===== src/rtl/control_fsm.sv =====
// Multi-cycle CPU control FSM: fetch, PC update, decode, then per-instruction
// execute states. Outputs are registered and always match the current state.
module control_fsm (
    input  logic       clk,
    input  logic       reset,
    input  logic [2:0] opcode,
    input  logic [1:0] op,
    output logic       loadir,
    output logic       loadpc,
    output logic       msel,
    output logic       mwrite,
    output logic [1:0] nsel,
    output logic [1:0] vsel,
    output logic       write,
    output logic       loada,
    output logic       loadb,
    output logic       loadc,
    output logic       loads,
    output logic       asel,
    output logic       bsel,
    output logic       halted,
    output logic       illegal,
    output logic [3:0] state
);

    typedef enum logic [3:0] {
        S_RST, S_IF1, S_IF2, S_UPD_PC, S_DEC, S_WR_IMM, S_GET_A, S_GET_B,
        S_ALU, S_CMP, S_WR_C, S_ADDR, S_MEM_RD, S_LD_WR, S_STORE, S_HALT
    } state_t;

    state_t     cur, nxt;
    logic       bad_code;
    logic       n_loadir, n_loadpc, n_msel, n_mwrite, n_write;
    logic       n_loada, n_loadb, n_loadc, n_loads, n_asel, n_bsel, n_halted;
    logic [1:0] n_nsel, n_vsel;

    wire is_ldr = (opcode == 3'b011);
    wire is_str = (opcode == 3'b100);
    wire is_cmp = ({opcode, op} == 5'b101_01);
    wire alu_zero_a = ({opcode, op} == 5'b110_00) || ({opcode, op} == 5'b101_11);

    assign state = cur;

    always_comb begin
        nxt      = cur;
        bad_code = 1'b0;
        unique case (cur)
            S_RST:    nxt = S_IF1;
            S_IF1:    nxt = S_IF2;
            S_IF2:    nxt = S_UPD_PC;
            S_UPD_PC: nxt = S_DEC;
            S_DEC: begin
                casez ({opcode, op})
                    5'b110_10:                       nxt = S_WR_IMM;
                    5'b110_00, 5'b101_11:            nxt = S_GET_B;
                    5'b101_00, 5'b101_01, 5'b101_10: nxt = S_GET_A;
                    5'b011_00, 5'b100_00:            nxt = S_GET_A;
                    5'b111_??:                       nxt = S_HALT;
                    default: begin
                        nxt      = S_HALT;
                        bad_code = 1'b1;
                    end
                endcase
            end
            S_GET_A:  nxt = (is_ldr || is_str) ? S_ADDR : S_GET_B;
            S_GET_B:  nxt = is_str ? S_STORE : (is_cmp ? S_CMP : S_ALU);
            S_ALU:    nxt = S_WR_C;
            S_ADDR:   nxt = is_ldr ? S_MEM_RD : S_GET_B;
            S_MEM_RD: nxt = S_LD_WR;
            S_WR_IMM, S_WR_C, S_CMP, S_LD_WR, S_STORE: nxt = S_IF1;
            S_HALT:   nxt = S_HALT;
            default:  nxt = S_RST;
        endcase
    end

    // Output values for the state being entered, so registers track the state.
    always_comb begin
        n_loadir = 1'b0; n_loadpc = 1'b0; n_msel  = 1'b0; n_mwrite = 1'b0;
        n_write  = 1'b0; n_loada  = 1'b0; n_loadb = 1'b0; n_loadc  = 1'b0;
        n_loads  = 1'b0; n_asel   = 1'b0; n_bsel  = 1'b0; n_halted = 1'b0;
        n_nsel   = 2'b00; n_vsel  = 2'b00;
        unique case (nxt)
            S_IF1:    n_msel = 1'b1;
            S_IF2:    begin n_msel = 1'b1; n_loadir = 1'b1; end
            S_UPD_PC: n_loadpc = 1'b1;
            S_WR_IMM: begin n_vsel = 2'b01; n_write = 1'b1; end
            S_GET_A:  n_loada = 1'b1;
            S_GET_B:  begin n_loadb = 1'b1; n_nsel = is_str ? 2'b01 : 2'b10; end
            S_ALU:    begin n_loadc = 1'b1; n_asel = alu_zero_a; end
            S_CMP:    n_loads = 1'b1;
            S_WR_C:   begin n_nsel = 2'b01; n_vsel = 2'b11; n_write = 1'b1; end
            S_ADDR:   begin n_bsel = 1'b1; n_loadc = 1'b1; end
            S_LD_WR:  begin n_nsel = 2'b01; n_write = 1'b1; end
            S_STORE:  n_mwrite = 1'b1;
            S_HALT:   n_halted = 1'b1;
            default:  ;
        endcase
    end

    always_ff @(posedge clk or posedge reset) begin
        if (reset) begin
            cur     <= S_RST;
            loadir  <= 1'b0; loadpc <= 1'b0; msel  <= 1'b0; mwrite <= 1'b0;
            nsel    <= 2'b00; vsel  <= 2'b00; write <= 1'b0;
            loada   <= 1'b0; loadb  <= 1'b0; loadc <= 1'b0; loads  <= 1'b0;
            asel    <= 1'b0; bsel   <= 1'b0; halted <= 1'b0; illegal <= 1'b0;
        end else begin
            cur     <= nxt;
            loadir  <= n_loadir; loadpc <= n_loadpc; msel  <= n_msel; mwrite <= n_mwrite;
            nsel    <= n_nsel;   vsel   <= n_vsel;   write <= n_write;
            loada   <= n_loada;  loadb  <= n_loadb;  loadc <= n_loadc; loads  <= n_loads;
            asel    <= n_asel;   bsel   <= n_bsel;   halted <= n_halted;
            illegal <= illegal | bad_code;
        end
    end

endmodule


===== config.mk =====
export PLATFORM = sky130hd
export DESIGN_NAME = control_fsm
export DESIGN_NICKNAME = d
export VERILOG_FILES = /design/src/rtl/control_fsm.sv
export SDC_FILE = /design/constraint.sdc
export NUM_CORES = 1
export LEC_CHECK = 0
export CAP_MARGIN = 40
export CORE_UTILIZATION = 45
export CTS_CLUSTER_SIZE = 30
export DETAILED_ROUTE_END_ITERATION = 6
export PLACE_DENSITY = 0.82
export RECOVER_POWER = 50
export SETUP_SLACK_MARGIN = 0.05
export SLEW_MARGIN = 20
export SYNTH_ARGS = -nofsm -noshare
export SYNTH_HDL_FRONTEND = slang
export SYNTH_SLANG_ARGS = --single-unit

===== constraint.sdc =====
create_clock -name clk -period 3.4 [get_ports clk]
set_clock_uncertainty 0.2 [all_clocks]
set_input_delay 0.85 -clock clk [delete_from_list [all_inputs] [get_ports clk]]
set_output_delay 0.85 -clock clk [all_outputs]
set_load 0.05 [all_outputs]

==> report_table.html <==
<table>
<tr><th>Metric</th><th>Value</th></tr>
<tr><th colspan="2">STA</th></tr>
<tr><td>Final Max Slew Viols</td><td>0</td></tr>
<tr><td>Setup repair after global routing missed its margin</td><td>no</td></tr>
<tr><td>Worst-case headroom to the max-slew limit</td><td>0.4755</td></tr>
<tr><td>Hold slack final</td><td>286.2 ps</td></tr>
<tr><td>Actual transition at the worst max-transition pin</td><td>786.8 ps</td></tr>
<tr><td>Final worst path period need</td><td>2931 ps</td></tr>
<tr><td>Fmax</td><td>341.2 MHz</td></tr>
<tr><td>Final-report hold violation count</td><td>0</td></tr>
<tr><td>Total of endpoints with negative setup slack in the final report</td><td>0</td></tr>
<tr><td>Total negative slack for setup checks</td><td>0 ps</td></tr>
<tr><td>Fin worst setup slack</td><td>469.4 ps</td></tr>
<tr><td>Post-route fraction of the period consumed by the critical path</td><td>0.8620</td></tr>
<tr><th colspan="2">Drt</th></tr>
<tr><td>Number of design-rule violations left by the first detailed-router iteration</td><td>23</td></tr>
<tr><td>Number of vias per cell</td><td>5.745</td></tr>
<tr><td>Routed met2 length</td><td>1.199 mm</td></tr>
<tr><td>WL met3</td><td>127 um</td></tr>
<tr><td>Drc violations</td><td>0</td></tr>
<tr><td>DRT antenna net count</td><td>0</td></tr>
<tr><td>Length of the first detailed-routing pass in iterations</td><td>4</td></tr>
<tr><td>Final routed wirelength across all metal layers</td><td>2.454 mm</td></tr>
<tr><td>WL/cell</td><td>14.87 um</td></tr>
<tr><td>Met1 Routed Length</td><td>1.079 mm</td></tr>
<tr><td>Top metal layer carrying routed signals</td><td>met4</td></tr>
<tr><td>Total number of vias</td><td>948</td></tr>
<tr><th colspan="2">Global routing</th></tr>
<tr><td>Vias in the first global route</td><td>891</td></tr>
<tr><td>Largest net degree at the start of global routing</td><td>22</td></tr>
<tr><td>First-pass GRT wire length</td><td>4.146 mm</td></tr>
<tr><td>Aggregate global-route resource usage</td><td>0.2024</td></tr>
<tr><td>Gr ovfl total</td><td>0</td></tr>
<tr><td>Number of antenna violations at the first check in global routing</td><td>0</td></tr>
<tr><th colspan="2">Cells and area</th></tr>
<tr><td>Inserted Diodes</td><td>0</td></tr>
<tr><td>Share of the core filled with cells in the final layout</td><td>0.5899</td></tr>
<tr><td>Leading cell type in the layout, fill and taps excluded</td><td>clkdlybuf4s50_1</td></tr>
<tr><td>Final design area excluding fillers</td><td>0.001461 mm^2</td></tr>
<tr><td>Final net count</td><td>143</td></tr>
<tr><td>Layout overhead on the synthesized area</td><td>23.34%</td></tr>
<tr><td>Non-filler cells in the finished layout</td><td>165</td></tr>
<tr><td>Most frequent cells in the layout</td><td>clkdlybuf4s50_1 (23), dfrtp_1 (21), nor3_1 (7)</td></tr>
<tr><td>Layout cells sized above 1</td><td>0.1407</td></tr>
<tr><th colspan="2">CTS</th></tr>
<tr><td>Buffer levels on the longest clock path</td><td>2</td></tr>
<tr><td>Total number of clock tree sinks</td><td>21</td></tr>
<tr><td>Number of buffers created by CTS</td><td>3</td></tr>
<tr><td>Number of resized instances in the post-cts repair step</td><td>0</td></tr>
<tr><td>Clock Tree Root</td><td>clkbuf_4</td></tr>
<tr><td>Clock transition at the register clock pins on the worst setup and hold paths after CTS</td><td>120 ps</td></tr>
<tr><td>Post CTS Setup Buffer Count</td><td>0</td></tr>
<tr><td>CTS tree</td><td>built</td></tr>
<tr><td>Clock H-tree levels</td><td>1</td></tr>
<tr><td>Hold bufs inserted after CTS</td><td>0</td></tr>
<tr><td>Worst skew pair latency</td><td>300 ps</td></tr>
<tr><th colspan="2">Yosys</th></tr>
<tr><td>Number of synthesized flops with an enable pin</td><td>0</td></tr>
<tr><td>Mapped Cells</td><td>110</td></tr>
<tr><td>Fraction of registers with async set or reset after synthesis</td><td>1.000</td></tr>
<tr><td>Distinct cell type count of the synthesized netlist</td><td>50</td></tr>
<tr><td>Cell type with the highest aggregate area in the netlist</td><td>dfrtp_1</td></tr>
<tr><td>Flip-flop and latch count after synthesis</td><td>21</td></tr>
<tr><td>Mean cell area of the mapped netlist</td><td>10.77 um^2</td></tr>
<tr><td>Largest cells by area after synthesis</td><td>dfrtp_1 (44%), nor3_1 (3.0%), buf_6 (2.9%)</td></tr>
<tr><td>Number of warnings printed during yosys synthesis</td><td>0</td></tr>
<tr><td>Post-Synthesis Net Count</td><td>117</td></tr>
<tr><td>Cell area after technology mapping</td><td>0.001185 mm^2</td></tr>
<tr><td>Most frequently used flop master after synthesis</td><td>dfrtp_1</td></tr>
<tr><td>Sequential cell area fraction in the yosys report</td><td>0.4435</td></tr>
<tr><td>Share of the synthesized area in the top cell type</td><td>0.4435</td></tr>
<tr><th colspan="2">Critical path</th></tr>
<tr><td>Required arrival time at the worst endpoint</td><td>3400 ps</td></tr>
<tr><td>Largest driver fanout on the critical path</td><td>11</td></tr>
<tr><td>Kind of launch point of the worst setup path</td><td>primary input</td></tr>
<tr><td>Endpoint type of the worst setup path</td><td>register</td></tr>
<tr><td>Crit Path Class</td><td>in2reg</td></tr>
<tr><td>WP data arrival</td><td>2930 ps</td></tr>
<tr><th colspan="2">Die</th></tr>
<tr><td>Die area</td><td>0.002842 mm^2</td></tr>
<tr><td>Die span in y</td><td>53.32 um</td></tr>
<tr><td>Site Rows</td><td>18</td></tr>
<tr><td>Core area</td><td>0.002477 mm^2</td></tr>
<tr><td>Initial core utilization</td><td>0.4783</td></tr>
<tr><td>Boundary pin count</td><td>28</td></tr>
<tr><td>Width of the die</td><td>53.32 um</td></tr>
<tr><th colspan="2">Power and ir drop</th></tr>
<tr><td>Part of the total power dissipated in the clock network</td><td>0.085</td></tr>
<tr><td>Share of power burned in registers</td><td>0.298</td></tr>
<tr><td>Cell internal pwr</td><td>681.7 uW</td></tr>
<tr><td>Overall power</td><td>1.406 mW</td></tr>
<tr><td>Highest ir drop seen on vdd</td><td>0.5564 mV</td></tr>
<tr><td>Logic pwr share</td><td>0.616</td></tr>
<tr><td>Sw Pwr</td><td>723.8 uW</td></tr>
<tr><td>Standby leakage power</td><td>0.6348 nW</td></tr>
<tr><td>Switching share of power</td><td>0.5150</td></tr>
<tr><td>Pwr per Cell Area</td><td>961.8 mW/mm^2</td></tr>
<tr><th colspan="2">Placed design</th></tr>
<tr><td>Last weighted congestion value of the routability-driven placer</td><td>0.8777</td></tr>
<tr><td>Cell Count Post-Placement</td><td>160</td></tr>
<tr><td>Post-Place Cell Area</td><td>0.001436 mm^2</td></tr>
<tr><td>Count of input and output buffers</td><td>27</td></tr>
<tr><td>Dpl ws</td><td>342.8 ps</td></tr>
<tr><td>HPWL after detailed placement</td><td>1.825 mm</td></tr>
<tr><th colspan="2">Hold path</th></tr>
<tr><td>Tightest Hold Check Type</td><td>reg2reg</td></tr>
<tr><th colspan="2">Status</th></tr>
<tr><td>Status</td><td>finished, final reports clean</td></tr>
<tr><th colspan="2">Run</th></tr>
<tr><td>Max-cap violations</td><td>0</td></tr>
</table>
state kept, by name, indices dropped and copies added (netlist names):
register	cells
loads	1
halted	1
vsel	2
state	4
mwrite	1
illegal	1
loadc	1
bsel	1
asel	1
msel	1
nsel	2
loadpc	1
loada	1
loadb	1
loadir	1
write	1
layer usage:
metal,GRT usage,vias up
li1,-,454
met1,0.2751,453
met2,0.3167,35
met3,0.02874,6
met4,0.08333,0
met5,0,-
worst max-delay path: stages:
cell and delay (ps):
dlygate4sd3_1 730, nor3b_1 550, o31ai_2 140, a31oi_4 270
clkinv_4 100, nor4_1 290
cells in the mapped netlist, types with 2 or more instances:
cell      instances
a211oi_1          2
a21oi_1           4
a31oi_1           2
buf_2             3
buf_6             3
dfrtp_1          21
inv_1             6
nand2_1           6
nand3b_1          2
nand4_1           3
nor2_1            4
nor2b_1           5
nor3_1            7
nor4_1            2
o211a_1           2
o21ai_0           2
o31ai_1           2
o31ai_2           2
power by group through the flow:
stage | Clock [mW] | Sequential (mW) | Combinational [mW]
after floorplan | 0 | 0.616 | 0.455
after global placement | 0 | 0.422 | 0.849
after detailed placement | 0 | 0.424 | 0.864
after CTS | 0.121 | 0.419 | 0.868
after global routing | 0.135 | 0.434 | 0.929
final | 0.120 | 0.419 | 0.866
worst paths after layout:
check | from | endpoint | slack (ps) | cells past startpoint
max | opcode[2] | msel | 470 | 6
min | illegal | illegal | 290 | 1
max reg2reg | state[0] | asel | 1100 | 5
min reg2reg | illegal | illegal | 290 | 1
max in group asynchronous | reset | state[3] | 1320 | 3
min in group asynchronous | reset | msel | 700 | 2
cell type report:
cell class                      instances  area [um^2]
Timing Repair Buffer                   28        274.0
Clock buffer                            3        22.52
Fill cell                             228         1016
Inverter                                7        31.28
Multi-Input combinational cell         75        565.5
Sequential cell                        21        525.5
Tap cell                               30        37.54
Clock inverter                          1        5.005
cells by family after synthesis:
| logic type | Yosys count | synth area share |
|---|---|---|
| flip-flops | 21 | 0.4435 |
| AO/OA/AOI/OAI | 27 | 0.2038 |
| XOR/XNOR | 1 | 0.007393 |
| buffers and inverters | 14 | 0.07391 |
| AND/OR/NAND/NOR | 47 | 0.2714 |
No activity file was read; power rests on OpenSTA's default activity.
